### src/rtl/alu_seq_pkg.sv
// Shared types for the ALU command sequencer: opcode encodings, command and result records.
package alu_seq_pkg;

    localparam logic [2:0] ALU_OP_ADD = 3'b000;
    localparam logic [2:0] ALU_OP_SUB = 3'b001;
    localparam logic [2:0] ALU_OP_NOT = 3'b010;
    localparam logic [2:0] ALU_OP_AND = 3'b011;
    localparam logic [2:0] ALU_OP_OR  = 3'b100;
    localparam logic [2:0] ALU_OP_XOR = 3'b101;
    localparam logic [2:0] ALU_OP_LT  = 3'b110;
    localparam logic [2:0] ALU_OP_EQ  = 3'b111;

    typedef struct packed {
        logic [2:0] op;
        logic [3:0] a;
        logic [3:0] b;
    } cmd_t;

    typedef struct packed {
        logic [2:0] op;
        logic [3:0] y;
        logic       zf;
        logic       of;
        logic       cf;
    } res_t;

endpackage

### src/rtl/alu_cmd_fifo.sv
// Synchronous command FIFO; head entry is visible combinationally while non-empty.
module alu_cmd_fifo
    import alu_seq_pkg::*;
#(
    parameter int DEPTH = 4
) (
    input  logic                     clk,
    input  logic                     rst_n,
    input  logic                     push,
    input  cmd_t                     push_data,
    input  logic                     pop,
    output cmd_t                     head,
    output logic                     full,
    output logic                     empty,
    output logic [$clog2(DEPTH):0]   level
);

    localparam int AW = $clog2(DEPTH);

    cmd_t            mem [DEPTH];
    logic [AW-1:0]   wr_ptr;
    logic [AW-1:0]   rd_ptr;
    logic [AW:0]     count;
    logic            do_push;
    logic            do_pop;

    assign full    = (count == (AW+1)'(DEPTH));
    assign empty   = (count == '0);
    assign level   = count;
    assign head    = mem[rd_ptr];
    assign do_push = push && !full;
    assign do_pop  = pop && !empty;

    // Storage carries no reset; the head is only consumed while the FIFO is non-empty.
    always_ff @(posedge clk) begin
        if (do_push) begin
            mem[wr_ptr] <= push_data;
        end
    end

    always_ff @(posedge clk or negedge rst_n) begin
        if (!rst_n) begin
            wr_ptr <= '0;
            rd_ptr <= '0;
            count  <= '0;
        end else begin
            if (do_push) begin
                wr_ptr <= wr_ptr + AW'(1);
            end
            if (do_pop) begin
                rd_ptr <= rd_ptr + AW'(1);
            end
            case ({do_push, do_pop})
                2'b10:   count <= count + (AW+1)'(1);
                2'b01:   count <= count - (AW+1)'(1);
                default: count <= count;
            endcase
        end
    end

endmodule

### src/rtl/alu_cmd_sequencer.sv
// Feeds a 1-cycle registered ALU from a command FIFO and returns tagged results in order.
// Optional sticky overflow/carry flags are built when ALU_SEQ_STICKY_FLAGS_EN is defined.
module alu_cmd_sequencer
    import alu_seq_pkg::*;
#(
    parameter int DEPTH   = 4,
    parameter int RES_BUF = 2
) (
    input  logic                     clk,
    input  logic                     rst_n,
    input  logic                     cmd_valid,
    output logic                     cmd_ready,
    input  logic [2:0]               cmd_op,
    input  logic [3:0]               cmd_a,
    input  logic [3:0]               cmd_b,
    output logic [2:0]               alu_sel,
    output logic [3:0]               alu_a,
    output logic [3:0]               alu_b,
    input  logic [3:0]               alu_y,
    input  logic                     alu_zf,
    input  logic                     alu_of,
    input  logic                     alu_cf,
    output logic                     res_valid,
    input  logic                     res_ready,
    output logic [2:0]               res_op,
    output logic [3:0]               res_y,
    output logic                     res_zf,
    output logic                     res_of,
    output logic                     res_cf,
    output logic [$clog2(DEPTH):0]   fifo_level
`ifdef ALU_SEQ_STICKY_FLAGS_EN
    ,
    input  logic                     sticky_clr,
    output logic                     sticky_of,
    output logic                     sticky_cf
`endif
);

    cmd_t        push_data;
    cmd_t        head;
    logic        fifo_full;
    logic        fifo_empty;
    logic        issue;
    logic        pop_res;
    logic        inflight;
    logic [2:0]  inflight_op;
    logic [1:0]  res_count;
    logic [1:0]  count_after_pop;
    logic [2:0]  occupancy;
    res_t        slot0;
    res_t        slot1;
    res_t        captured;

    assign push_data = '{op: cmd_op, a: cmd_a, b: cmd_b};

    alu_cmd_fifo #(
        .DEPTH (DEPTH)
    ) u_fifo (
        .clk       (clk),
        .rst_n     (rst_n),
        .push      (cmd_valid),
        .push_data (push_data),
        .pop       (issue),
        .head      (head),
        .full      (fifo_full),
        .empty     (fifo_empty),
        .level     (fifo_level)
    );

    assign cmd_ready = !fifo_full;

    assign alu_sel = fifo_empty ? 3'd0 : head.op;
    assign alu_a   = fifo_empty ? 4'd0 : head.a;
    assign alu_b   = fifo_empty ? 4'd0 : head.b;

    assign res_valid = (res_count != 2'd0);
    assign pop_res   = res_valid && res_ready;

    // Credit check: a slot must be guaranteed free by the time the ALU answers.
    assign occupancy = {1'b0, res_count} + {2'b0, inflight} - {2'b0, pop_res};
    assign issue     = !fifo_empty && (occupancy < 3'(RES_BUF));

    assign count_after_pop = res_count - {1'b0, pop_res};
    assign captured        = '{op: inflight_op, y: alu_y, zf: alu_zf, of: alu_of, cf: alu_cf};

    always_ff @(posedge clk or negedge rst_n) begin
        if (!rst_n) begin
            inflight    <= 1'b0;
            inflight_op <= 3'd0;
            res_count   <= 2'd0;
            slot0       <= '0;
            slot1       <= '0;
        end else begin
            inflight <= issue;
            if (issue) begin
                inflight_op <= head.op;
            end
            if (pop_res) begin
                slot0 <= slot1;
            end
            // Capture lands in the first slot left free after this edge's pop.
            if (inflight) begin
                if (count_after_pop == 2'd0) begin
                    slot0 <= captured;
                end else begin
                    slot1 <= captured;
                end
            end
            res_count <= res_count + {1'b0, inflight} - {1'b0, pop_res};
        end
    end

    assign res_op = slot0.op;
    assign res_y  = slot0.y;
    assign res_zf = slot0.zf;
    assign res_of = slot0.of;
    assign res_cf = slot0.cf;

`ifdef ALU_SEQ_STICKY_FLAGS_EN
    // A delivery on the same edge as a clear keeps the bit set.
    always_ff @(posedge clk or negedge rst_n) begin
        if (!rst_n) begin
            sticky_of <= 1'b0;
            sticky_cf <= 1'b0;
        end else begin
            sticky_of <= (pop_res && res_of) || (sticky_of && !sticky_clr);
            sticky_cf <= (pop_res && res_cf) || (sticky_cf && !sticky_clr);
        end
    end
`endif

endmodule

### config.mk
export PLATFORM = sky130hd
export DESIGN_NAME = alu_cmd_sequencer
export DESIGN_NICKNAME = d
export VERILOG_FILES = /design/src/rtl/alu_seq_pkg.sv /design/src/rtl/alu_cmd_fifo.sv /design/src/rtl/alu_cmd_sequencer.sv
export SDC_FILE = /design/constraint.sdc
export NUM_CORES = 1
export LEC_CHECK = 0
export CORE_ASPECT_RATIO = 2
export CORE_MARGIN = 4
export CORE_UTILIZATION = 25
export CTS_BUF_LIST = sky130_fd_sc_hd__clkbuf_4
export DETAILED_ROUTE_END_ITERATION = 10
export GPL_ROUTABILITY_DRIVEN = 0
export GPL_TIMING_DRIVEN = 0
export PLACE_DENSITY_LB_ADDON = 0.2
export SLEW_MARGIN = 20
export SYNTH_ARGS = -nofsm -noshare
export SYNTH_HDL_FRONTEND = slang
export SYNTH_SLANG_ARGS = --single-unit
### constraint.sdc
create_clock -name clk -period 3.9 [get_ports clk]
set_input_delay 0.39 -clock clk [delete_from_list [all_inputs] [get_ports clk]]
set_output_delay 0.39 -clock clk [all_outputs]
set_load 0.005 [all_outputs]
==> results by group, run 1 <==
Critical path
  • Crit-path max FO: 10
  • Startpoint Class: flip-flop
  • CP required: 4.27 ns
  • Critical path cell sequence: o21ai_1, buf_2, or2_1, nand2_1, ha_1, fa_1, nor3_4, ha_1, inv_1, fa_1, xor2_1, nor2_1, xor2_1
  • CP endpoint kind: flip-flop
  • Critical Path Max Stage Delay: 0.52 ns
  • Crit path arrival time: 3.88 ns
  • Slowest stage cell, crit path: fa_1
  • Setup CP Type: flip-flop to flip-flop

Logic synthesis
  • Syn. warnings: 0
  • Flops & latches, synth: 77
  • Syn Area/Cell: 17.98 sq um
  • Cells after Synth: 179
  • Syn_nets: 209
  • Cell Area, Synth: 3218 sq um
  • Unique cell type count in the Yosys netlist: 31
  • Post-synthesis sequential area ratio: 66.72%

Routing
  • Wire per inst: 16.30 um
  • ANT nets after route: 0
  • Initial DRT Pass Iterations: 4
  • Initial DRC count: 26
  • Final WL: 6.439 mm
  • DRC: 0
  • Number of vias in the routed layout: 1696
  • Vias per cell: 4.294

Place
  • Post-DP HPWL: 4.462 mm
  • IO Port Bufs: 47

STA
  • FMAX: 0.2849 GHz
  • RSZ-0062 raised after global routing: no
  • Crit path time final: 3.510 ns
  • Final Cycle Share: 90.01%
  • Clock Skews: 0.01506 ns
  • Worst hold margin: 0.3282 ns
  • Slew Viols, Final: 0
  • Setup TNS: 0 ns
  • Slew at the pin closest to its max-slew limit: 0.6719 ns
  • Fin. Hold Viols: 0
  • # setup viols final: 0
  • Slew headroom: 55.21%

Clocking
  • Cts repair resizes: 0
  • CTS max path bufs: 2
  • Root buffer cell: clkbuf_4
  • H-tree depth: 3
  • Clock sinks: 77
  • TritonCTS buffer count: 9
  • Clk slew on worst S/H paths: 0.14 ns
  • Clock latency on the worst-skew pair: 0.43 ns
  • CTS tree: done

Outcome
  • Status: completed

Flow run
  • Max-cap violations: 0

Power
  • LEAKAGE: 1.511 nW
  • Max VDD drop: 0.2760 mV
  • PwrDens: 780.6 nW/um^2
  • Total power: 0.003163 W

Floorplan
  • Row Count: 58
  • Core ar.: 12630 sq um
  • Die area: 14860 sq um
  • Chip Height: 168.5 um
  • Die Wd: 88.23 um
  • Initial Util: 25.49%
  • I/O Pins: 48

Layout
  • Share of post-route cells with drive strength above 1: 21.72%
  • Layout Area Growth over Synthesis: 25.89%
  • Final #Nets: 269

Min path
  • Hold crit path type: input pin to async pin

Global route
  • Pin count of the biggest net entering global routing: 28
  • Vias in the first global route: 1891
  • GRT Overall Usage: 9.499%
  • First-pass GRT wire length: 10.12 mm
  • GRT overflow: 0
  • Antenna violations before repair: 1
==> worst max-delay path: cells and delay by family (launching register included) <==
| kind | cells | cell delay (ns) |
|---|---|---|
| compound gates | 1 | 0.21 |
| simple gates | 4 | 0.78 |
| flops | 1 | 0.44 |
| xor+xnor | 2 | 0.32 |
| buf+inv | 2 | 0.37 |
| fa+ha+maj | 4 | 1.34 |
==> repair_timing <==
item	CTS	global route
setup buffers	0	0
hold endpoints to repair	6	0
hold buffers	1	0
==> per-layer routing <==
metal / wire length, um / track usage [%]
met1: 2240 / 9.339
met2: 3658 / 17.25
met3: 377 / 2.825
met4: 163 / 4.934
met5: 0 / 0
==> where the power goes <==
part	total (W)	switching (W)	internal, W
sequential	0.00129	0.000137	0.00115
combinational	0.00136	0.000561	0.000797
clock	0.000518	0.000313	0.000205
total	0.00316	0.00101	0.00215
==> state kept, by name, indices dropped and copies added (netlist names), 3 cells and up <==
name and count:
slot1 10, u_fifo.level 3, inflight_op 3, res_y 4, res_op 3, u_fifo.mem 44
==> kinds of logic (layout without fill, tap and decap cells) <==
logic type                 count (synthesis)  after routing  share of synthesized area (%)
buffers and inverters                     12             77                          1.749
DFF                                       77             77                          66.72
AOI/OAI and AO/OA                          3              3                         0.6218
and+or+nand+nor                           27             27                          5.716
muxes                                     45             45                          19.71
other                                      0              1                              0
adders and majority gates                  8              8                          3.577
xor gates and xnor gates                   7              7                          1.905
==> worst paths after layout <==
kind / from / endpoint / slack [ns] / cells past startpoint
setup / recovery: res_count[1] / u_fifo.level[2] / 0.39 / 13
hold / removal: rst_n / u_fifo.level[2] / 0.33 / 2
setup reg to reg: res_count[1] / u_fifo.level[2] / 0.39 / 13
hold reg to reg: slot1[6] / slot1[6] / 0.50 / 1
max in group asynchronous: rst_n / res_count[0] / 3.16 / 3
min in group clk: slot1[6] / slot1[6] / 0.50 / 1
==> synthesized netlist by cell type, drive strengths merged <==
cell type / number / area, sq um
a21bo: 1 / 10.01
and2: 1 / 8.760
and3: 4 / 25.02
buf: 4 / 26.27
clkbuf: 1 / 3.750
dfrtp: 33 / 825.8
edfxtp: 44 / 1321
fa: 2 / 40.04
ha: 6 / 75.07
inv: 7 / 26.27
mux2: 34 / 386.6
mux4: 11 / 247.7
nand2: 2 / 7.510
nand2b: 1 / 6.260
nand3: 1 / 5.000
nor2: 1 / 3.750
nor2b: 11 / 68.82
nor3: 2 / 26.28
nor4b: 1 / 8.760
o21ai: 2 / 10.00
or2: 2 / 12.52
or3b: 1 / 11.26
xnor2: 3 / 26.28
xor2: 4 / 35.03
==> per-stage QoR <==
stage | cell area [sq um] | worst slack, ns | cells | util (%)
6_report | 4051 | 0.3896 | 395 | 32.08
5_1_grt | 4051 | 0.1418 | 395 | 32.08
4_1_cts | 4049 | 0.3343 | 394 | 32.07
3_5_place_dp | 3891 | 0.01933 | 377 | 30.82
3_3_place_gp | 3876 | 0.06319 | 376 | 30.70
2_1_floorplan | 3218 | 0.8218 | 179 | -
==> cells in the final DEF (no fill, tap or decap), types with 6 or more instances in the layout <==
| cell type | n |
|---|---|
| clkdlybuf4s50_1 | 46 |
| edfxtp_1 | 44 |
| dfrtp_1 | 33 |
| mux2_1 | 20 |
| mux2_2 | 13 |
| mux4_2 | 11 |
| nor2b_1 | 11 |
| clkbuf_4 | 9 |
| inv_1 | 6 |
| ha_1 | 6 |
==> cell type report <==
| class | count | area, sq um |
|---|---|---|
| Clock inverter | 7 | 80.08 |
| Antenna cell | 1 | 2.502 |
| Sequential cell | 77 | 2147 |
| Timing Repair Buffer | 49 | 495.5 |
| Clock buffer | 9 | 67.56 |
| Fill cell | 1283 | 8576 |
| Multi-Input combinational cell | 90 | 1015 |
| Inverter | 7 | 26.28 |
| Buffer | 5 | 30.03 |
| Tap cell | 150 | 187.7 |
(Power assumes the default switching activity.)
==> inputs of run 2 (changes only) <==
--- a/config.mk
+++ b/config.mk
@@ -5,7 +5,7 @@
 export SDC_FILE = /design/constraint.sdc
 export NUM_CORES = 1
 export LEC_CHECK = 0
-export CORE_ASPECT_RATIO = 2
+export CORE_ASPECT_RATIO = 0.9
 export CORE_MARGIN = 4
 export CORE_UTILIZATION = 25
 export CTS_BUF_LIST = sky130_fd_sc_hd__clkbuf_4
==> results by group, run 2 (same netlist as run 1, synthesis figures left out) <==
Layout
  • Largest Register: u_fifo.mem
  • Fill count: 1223
  • Layout Area Growth over Synthesis: 27.02%
  • Non-Filler Instances: 409
  • Most frequent cells in the layout: clkdlybuf4s50_1 (46), edfxtp_1 (44), dfrtp_1 (33), mux2_1 (20), mux2_2 (13)
  • Share of post-route cells with drive strength above 1: 21.72%
  • Most common cell after layout, fill and taps aside: clkdlybuf4s50_1
  • Final #Nets: 269
  • Max reg flops: 44

Critical path
  • Crit-path max FO: 10
  • Setup CP Type: flip-flop to flip-flop
  • CP endpoint kind: flip-flop
  • Startpoint Class: flip-flop
  • Crit path arrival time: 3.76 ns
  • CP required: 4.25 ns

Clocking
  • CTS tree: done
  • CTS max path bufs: 2
  • Clk slew on worst S/H paths: 0.13 ns
  • Clock latency on the worst-skew pair: 0.42 ns
  • Root buffer cell: clkbuf_4
  • TritonCTS buffer count: 9
  • Clock sinks: 77
  • Cts repair resizes: 0
  • H-tree depth: 3

Routing
  • Initial DRC count: 62
  • ANT nets after route: 0
  • Vias per cell: 4.064
  • Final WL: 5.809 mm
  • Number of vias in the routed layout: 1662
  • Wire per inst: 14.20 um
  • DRC: 0
  • Initial DRT Pass Iterations: 4

Place
  • IO Port Bufs: 47
  • Cell count after placement: 391
  • Post-DP HPWL: 4.029 mm

Global route
  • Antenna violations before repair: 0
  • Vias in the first global route: 1806
  • GRT overflow: 0
  • GRT Overall Usage: 8.185%
  • First-pass GRT wire length: 9.135 mm
  • Pin count of the biggest net entering global routing: 25

STA
  • Slew headroom: 56.47%
  • RSZ-0062 raised after global routing: no
  • Final Cycle Share: 87.39%
  • Clock Skews: 0.01323 ns
  • Crit path time final: 3.408 ns
  • Slew Viols, Final: 0
  • Slew at the pin closest to its max-slew limit: 0.6529 ns
  • FMAX: 0.2934 GHz
  • # setup viols final: 0
  • Setup TNS: 0 ns
  • Fin. Hold Viols: 0

Power
  • PwrDens: 775.2 nW/um^2
  • Clock power frac: 17.3%
  • Psw: 0.0009624 W
  • Reg power frac: 40.6%
  • Combinational Power Share: 42.0%
  • Switching part of the total: 30.37%
  • Internal Power: 0.002207 W
  • Max VDD drop: 0.2951 mV
  • LEAKAGE: 1.518 nW

Floorplan
  • Initial Util: 25.46%
  • Die Wd: 127.6 um
  • Row Count: 39
  • I/O Pins: 48
  • Die area: 14750 sq um
  • Chip Height: 115.6 um
  • Core ar.: 12640 sq um

Flow run
  • Max-cap violations: 0

Outcome
  • Status: completed

Min path
  • Hold crit path type: input pin to async pin
[run 2: cell count changes in the layout (fill, tap and decap cells not counted)]
cell,change
inv_8,-1
inv_6,-2
bufinv_16,+1
clkinv_4,+2
[run 2: worst max-delay path, cell delays in order, from the launching register on]
cell and delay (ns):
dfrtp_1 0.44, o21ai_1 0.20, buf_2 0.30, or2_1 0.19, nand2_1 0.07, ha_1 0.19, fa_1 0.50, nor3_4 0.38
ha_1 0.25, inv_1 0.06, fa_1 0.37, xor2_1 0.15, nor2_1 0.11, xor2_1 0.15
[run 2: path summary, 6_finish.rpt]
path | startpoint | to | slack [ns] | cells past startpoint
hold / removal | rst_n | res_cf | 0.34 | 2
hold reg to reg | slot1[7] | slot1[7] | 0.50 | 1
max in group asynchronous | rst_n | inflight_op[2] | 3.14 | 3
setup / recovery | res_count[1] | u_fifo.level[2] | 0.49 | 13
setup reg to reg | res_count[1] | u_fifo.level[2] | 0.49 | 13
min in group clk | slot1[7] | slot1[7] | 0.50 | 1
[run 2: layout make-up]
type / count / area (sq um) / share of cell area, %
diodes: 1 / 2.502 / 0.06122
plain buffers: 5 / 30.03 / 0.7346
clock buffers: 9 / 67.56 / 1.653
clock inverters: 7 / 98.84 / 2.418
inverters: 7 / 26.28 / 0.6428
multi-input cells: 90 / 1015 / 24.82
flip-flops and latches: 77 / 2147 / 52.53
well taps: 164 / 205.2 / 5.020
repair buffers: 49 / 495.5 / 12.12
[run 2: repair_timing]
| item | in CTS | in global routing |
|---|---|---|
| buffers inserted | 0 | 0 |
| hold buffers | 1 | 0 |
| endpoints found under the hold margin | 9 | 0 |
| endpoints found under the setup margin | 0 | 0 |
[run 2: metal layers]
metal | up-vias | share of wire (%) | global-route usage, %
li1 | 788 | - | -
met1 | 835 | 46 | 10.02
met2 | 28 | 50 | 13.82
met3 | 11 | 2.0 | 1.336
met4 | 0 | 2.4 | 4.668
met5 | - | 0 | 0
[run 2: power by group through the flow]
stage	Clock, W	Combinational (W)	Sequential, W
after global routing	0.000597	0.00148	0.00133
after floorplan	0	0.000826	0.00128
after global placement	0	0.00137	0.00131
after CTS	0.000565	0.00138	0.00130
after detailed placement	0	0.00138	0.00132
final	0.000549	0.00133	0.00129
[run 2: per-stage QoR]
step	util, %	power (W)	setup WS (ns)	hold WS (ns)	area [sq um]
after global placement	30.81	0.002677	0.09302	0.4670	3894
final	32.34	0.003169	0.4918	0.3447	4088
after CTS	32.32	0.003238	0.4152	0.3261	4085
after detailed placement	30.93	0.002691	0.1254	0.2719	3909
after floorplan	-	0.002107	0.8218	0.09441	3218
after global routing	32.32	0.003401	0.2150	0.3387	4085
==> inputs of run 3 (changes only) <==
--- a/config.mk
+++ b/config.mk
@@ -12,6 +12,7 @@
 export DETAILED_ROUTE_END_ITERATION = 10
 export GPL_ROUTABILITY_DRIVEN = 0
 export GPL_TIMING_DRIVEN = 0
+export MAX_ROUTING_LAYER = met4
 export PLACE_DENSITY_LB_ADDON = 0.2
 export SLEW_MARGIN = 20
 export SYNTH_ARGS = -nofsm -noshare
==> results by group, run 3 (same netlist as run 1, synthesis figures left out) <==
Outcome
  • Status: completed

Floorplan
  • I/O Pins: 48
  • Die Wd: 127.6 um
  • Initial Util: 25.46%
  • Chip Height: 115.6 um
  • Core ar.: 12640 sq um
  • Die area: 14750 sq um
  • Row Count: 39

Global route
  • Pin count of the biggest net entering global routing: 25
  • Antenna violations before repair: 0
  • First-pass GRT wire length: 9.128 mm
  • Vias in the first global route: 1808
  • GRT overflow: 0
  • GRT Overall Usage: 8.449%

Layout
  • Largest Register: u_fifo.mem
  • Layout Area Growth over Synthesis: 27.02%
  • Max reg flops: 44
  • Most common cell after layout, fill and taps aside: clkdlybuf4s50_1
  • Final #Nets: 269
  • Most frequent cells in the layout: clkdlybuf4s50_1 (46), edfxtp_1 (44), dfrtp_1 (33), mux2_1 (20), mux2_2 (13)
  • Share of post-route cells with drive strength above 1: 21.72%
  • Fin util: 32.34%

Power
  • Switching part of the total: 30.37%
  • PwrDens: 775.3 nW/um^2
  • Clock power frac: 17.3%
  • Combinational Power Share: 42.1%
  • LEAKAGE: 1.518 nW
  • Reg power frac: 40.6%
  • Max VDD drop: 0.2950 mV
  • Psw: 0.0009626 W
  • Internal Power: 0.002207 W

STA
  • Worst hold margin: 0.3449 ns
  • Crit path time final: 3.408 ns
  • Slew headroom: 56.38%
  • RSZ-0062 raised after global routing: no
  • FMAX: 0.2934 GHz
  • Slew at the pin closest to its max-slew limit: 0.6543 ns
  • Final Cycle Share: 87.38%
  • Setup TNS: 0 ns
  • Fin. Hold Viols: 0
  • Clock Skews: 0.01337 ns
  • # setup viols final: 0
  • Slew Viols, Final: 0

Critical path
  • RR Startpoint: res_count[1]
  • Setup CP Type: flip-flop to flip-flop
  • CP endpoint kind: flip-flop
  • CP required: 4.25 ns
  • Crit-path max FO: 10
  • Worst R2R End: u_fifo.level[2]
  • Startpoint Class: flip-flop
  • Reg2reg path depth: 13
  • Flop2flop setup slack: 0.49 ns
  • Crit path arrival time: 3.76 ns

Clocking
  • Clock sinks: 77
  • Clk slew on worst S/H paths: 0.13 ns
  • Setup bufs post-CTS: 0
  • Cts repair resizes: 0
  • Root buffer cell: clkbuf_4
  • Clock latency on the worst-skew pair: 0.42 ns
  • CTS tree: done
  • TritonCTS buffer count: 9
  • CTS max path bufs: 2
  • H-tree depth: 3

Routing
  • Initial DRT Pass Iterations: 5
  • Vias per cell: 4.051
  • Initial DRC count: 62
  • Number of vias in the routed layout: 1657
  • ANT nets after route: 0
  • DRC: 0
  • Wire per inst: 14.19 um
  • Final WL: 5.805 mm

Flow run
  • Max-cap violations: 0

Place
  • IO Port Bufs: 47
  • Post-DP HPWL: 4.029 mm

Min path
  • Hold crit path type: input pin to async pin
## run 3: cell counts in the layout (fill, tap and decap cells not counted)
Identical to the previous run, type by type.
## run 3: worst max-delay path by stage
stage	cells past startpoint	start	to
CTS	13	res_count[1]	u_fifo.level[2]
finish	13	res_count[1]	u_fifo.level[2]
floorplan	13	res_count[1]	u_fifo.level[2]
detailed placement	14	res_ready	u_fifo.level[2]
global route	13	res_count[1]	u_fifo.level[2]
global placement	14	res_ready	u_fifo.level[2]
## run 3: power groups by stage
stage	Sequential [W]	Combinational (W)	Clock, W
after floorplan	0.00128	0.000826	0
after global placement	0.00131	0.00137	0
after detailed placement	0.00132	0.00138	0
after CTS	0.00130	0.00138	0.000565
after global routing	0.00133	0.00148	0.000597
final	0.00129	0.00133	0.000549
## run 3: area by class of cell
| class | count | area [sq um] |
|---|---|---|
| timing repair buffer | 49 | 495.5 |
| clock buffer | 9 | 67.56 |
| antenna | 1 | 2.502 |
| inverter | 7 | 26.28 |
| tap | 164 | 205.2 |
| buffer | 5 | 30.03 |
| clock inverter | 7 | 98.84 |
| fill | 1223 | 8551 |
| multi-input combinational | 90 | 1015 |
| sequential | 77 | 2147 |
## run 3: per-stage QoR
| step | total power, W | setup slack (ns) | std cells | area (sq um) |
|---|---|---|---|---|
| after floorplan | 0.002107 | 0.8218 | 179 | 3218 |
| after global routing | 0.003401 | 0.2150 | 408 | 4085 |
| after detailed placement | 0.002691 | 0.1254 | 391 | 3909 |
| after CTS | 0.003238 | 0.4152 | 408 | 4085 |
| final | 0.003169 | 0.4920 | 409 | 4088 |
| after global placement | 0.002677 | 0.09302 | 390 | 3894 |
## run 3: layer usage
layer	global-route usage, %	share of wire (%)	up-vias
met1	10.11	46	830
met3	1.244	1.8	11
met2	13.82	50	28
li1	-	-	788
met5	-	0	-
met4	4.668	2.4	0
## run 3: what timing repair did
| item | in CTS | in global routing |
|---|---|---|
| hold buffers | 1 | 0 |
| setup endpoints to repair | 0 | 0 |
| endpoints found under the hold margin | 9 | 0 |
## run 3: worst max-delay path, cell delays in order (launching register included)
cell and delay, ns:
dfrtp_1 0.44, o21ai_1 0.20, buf_2 0.30, or2_1 0.19, nand2_1 0.07, ha_1 0.19, fa_1 0.50, nor3_4 0.38
ha_1 0.25, inv_1 0.06, fa_1 0.37, xor2_1 0.15, nor2_1 0.11, xor2_1 0.15
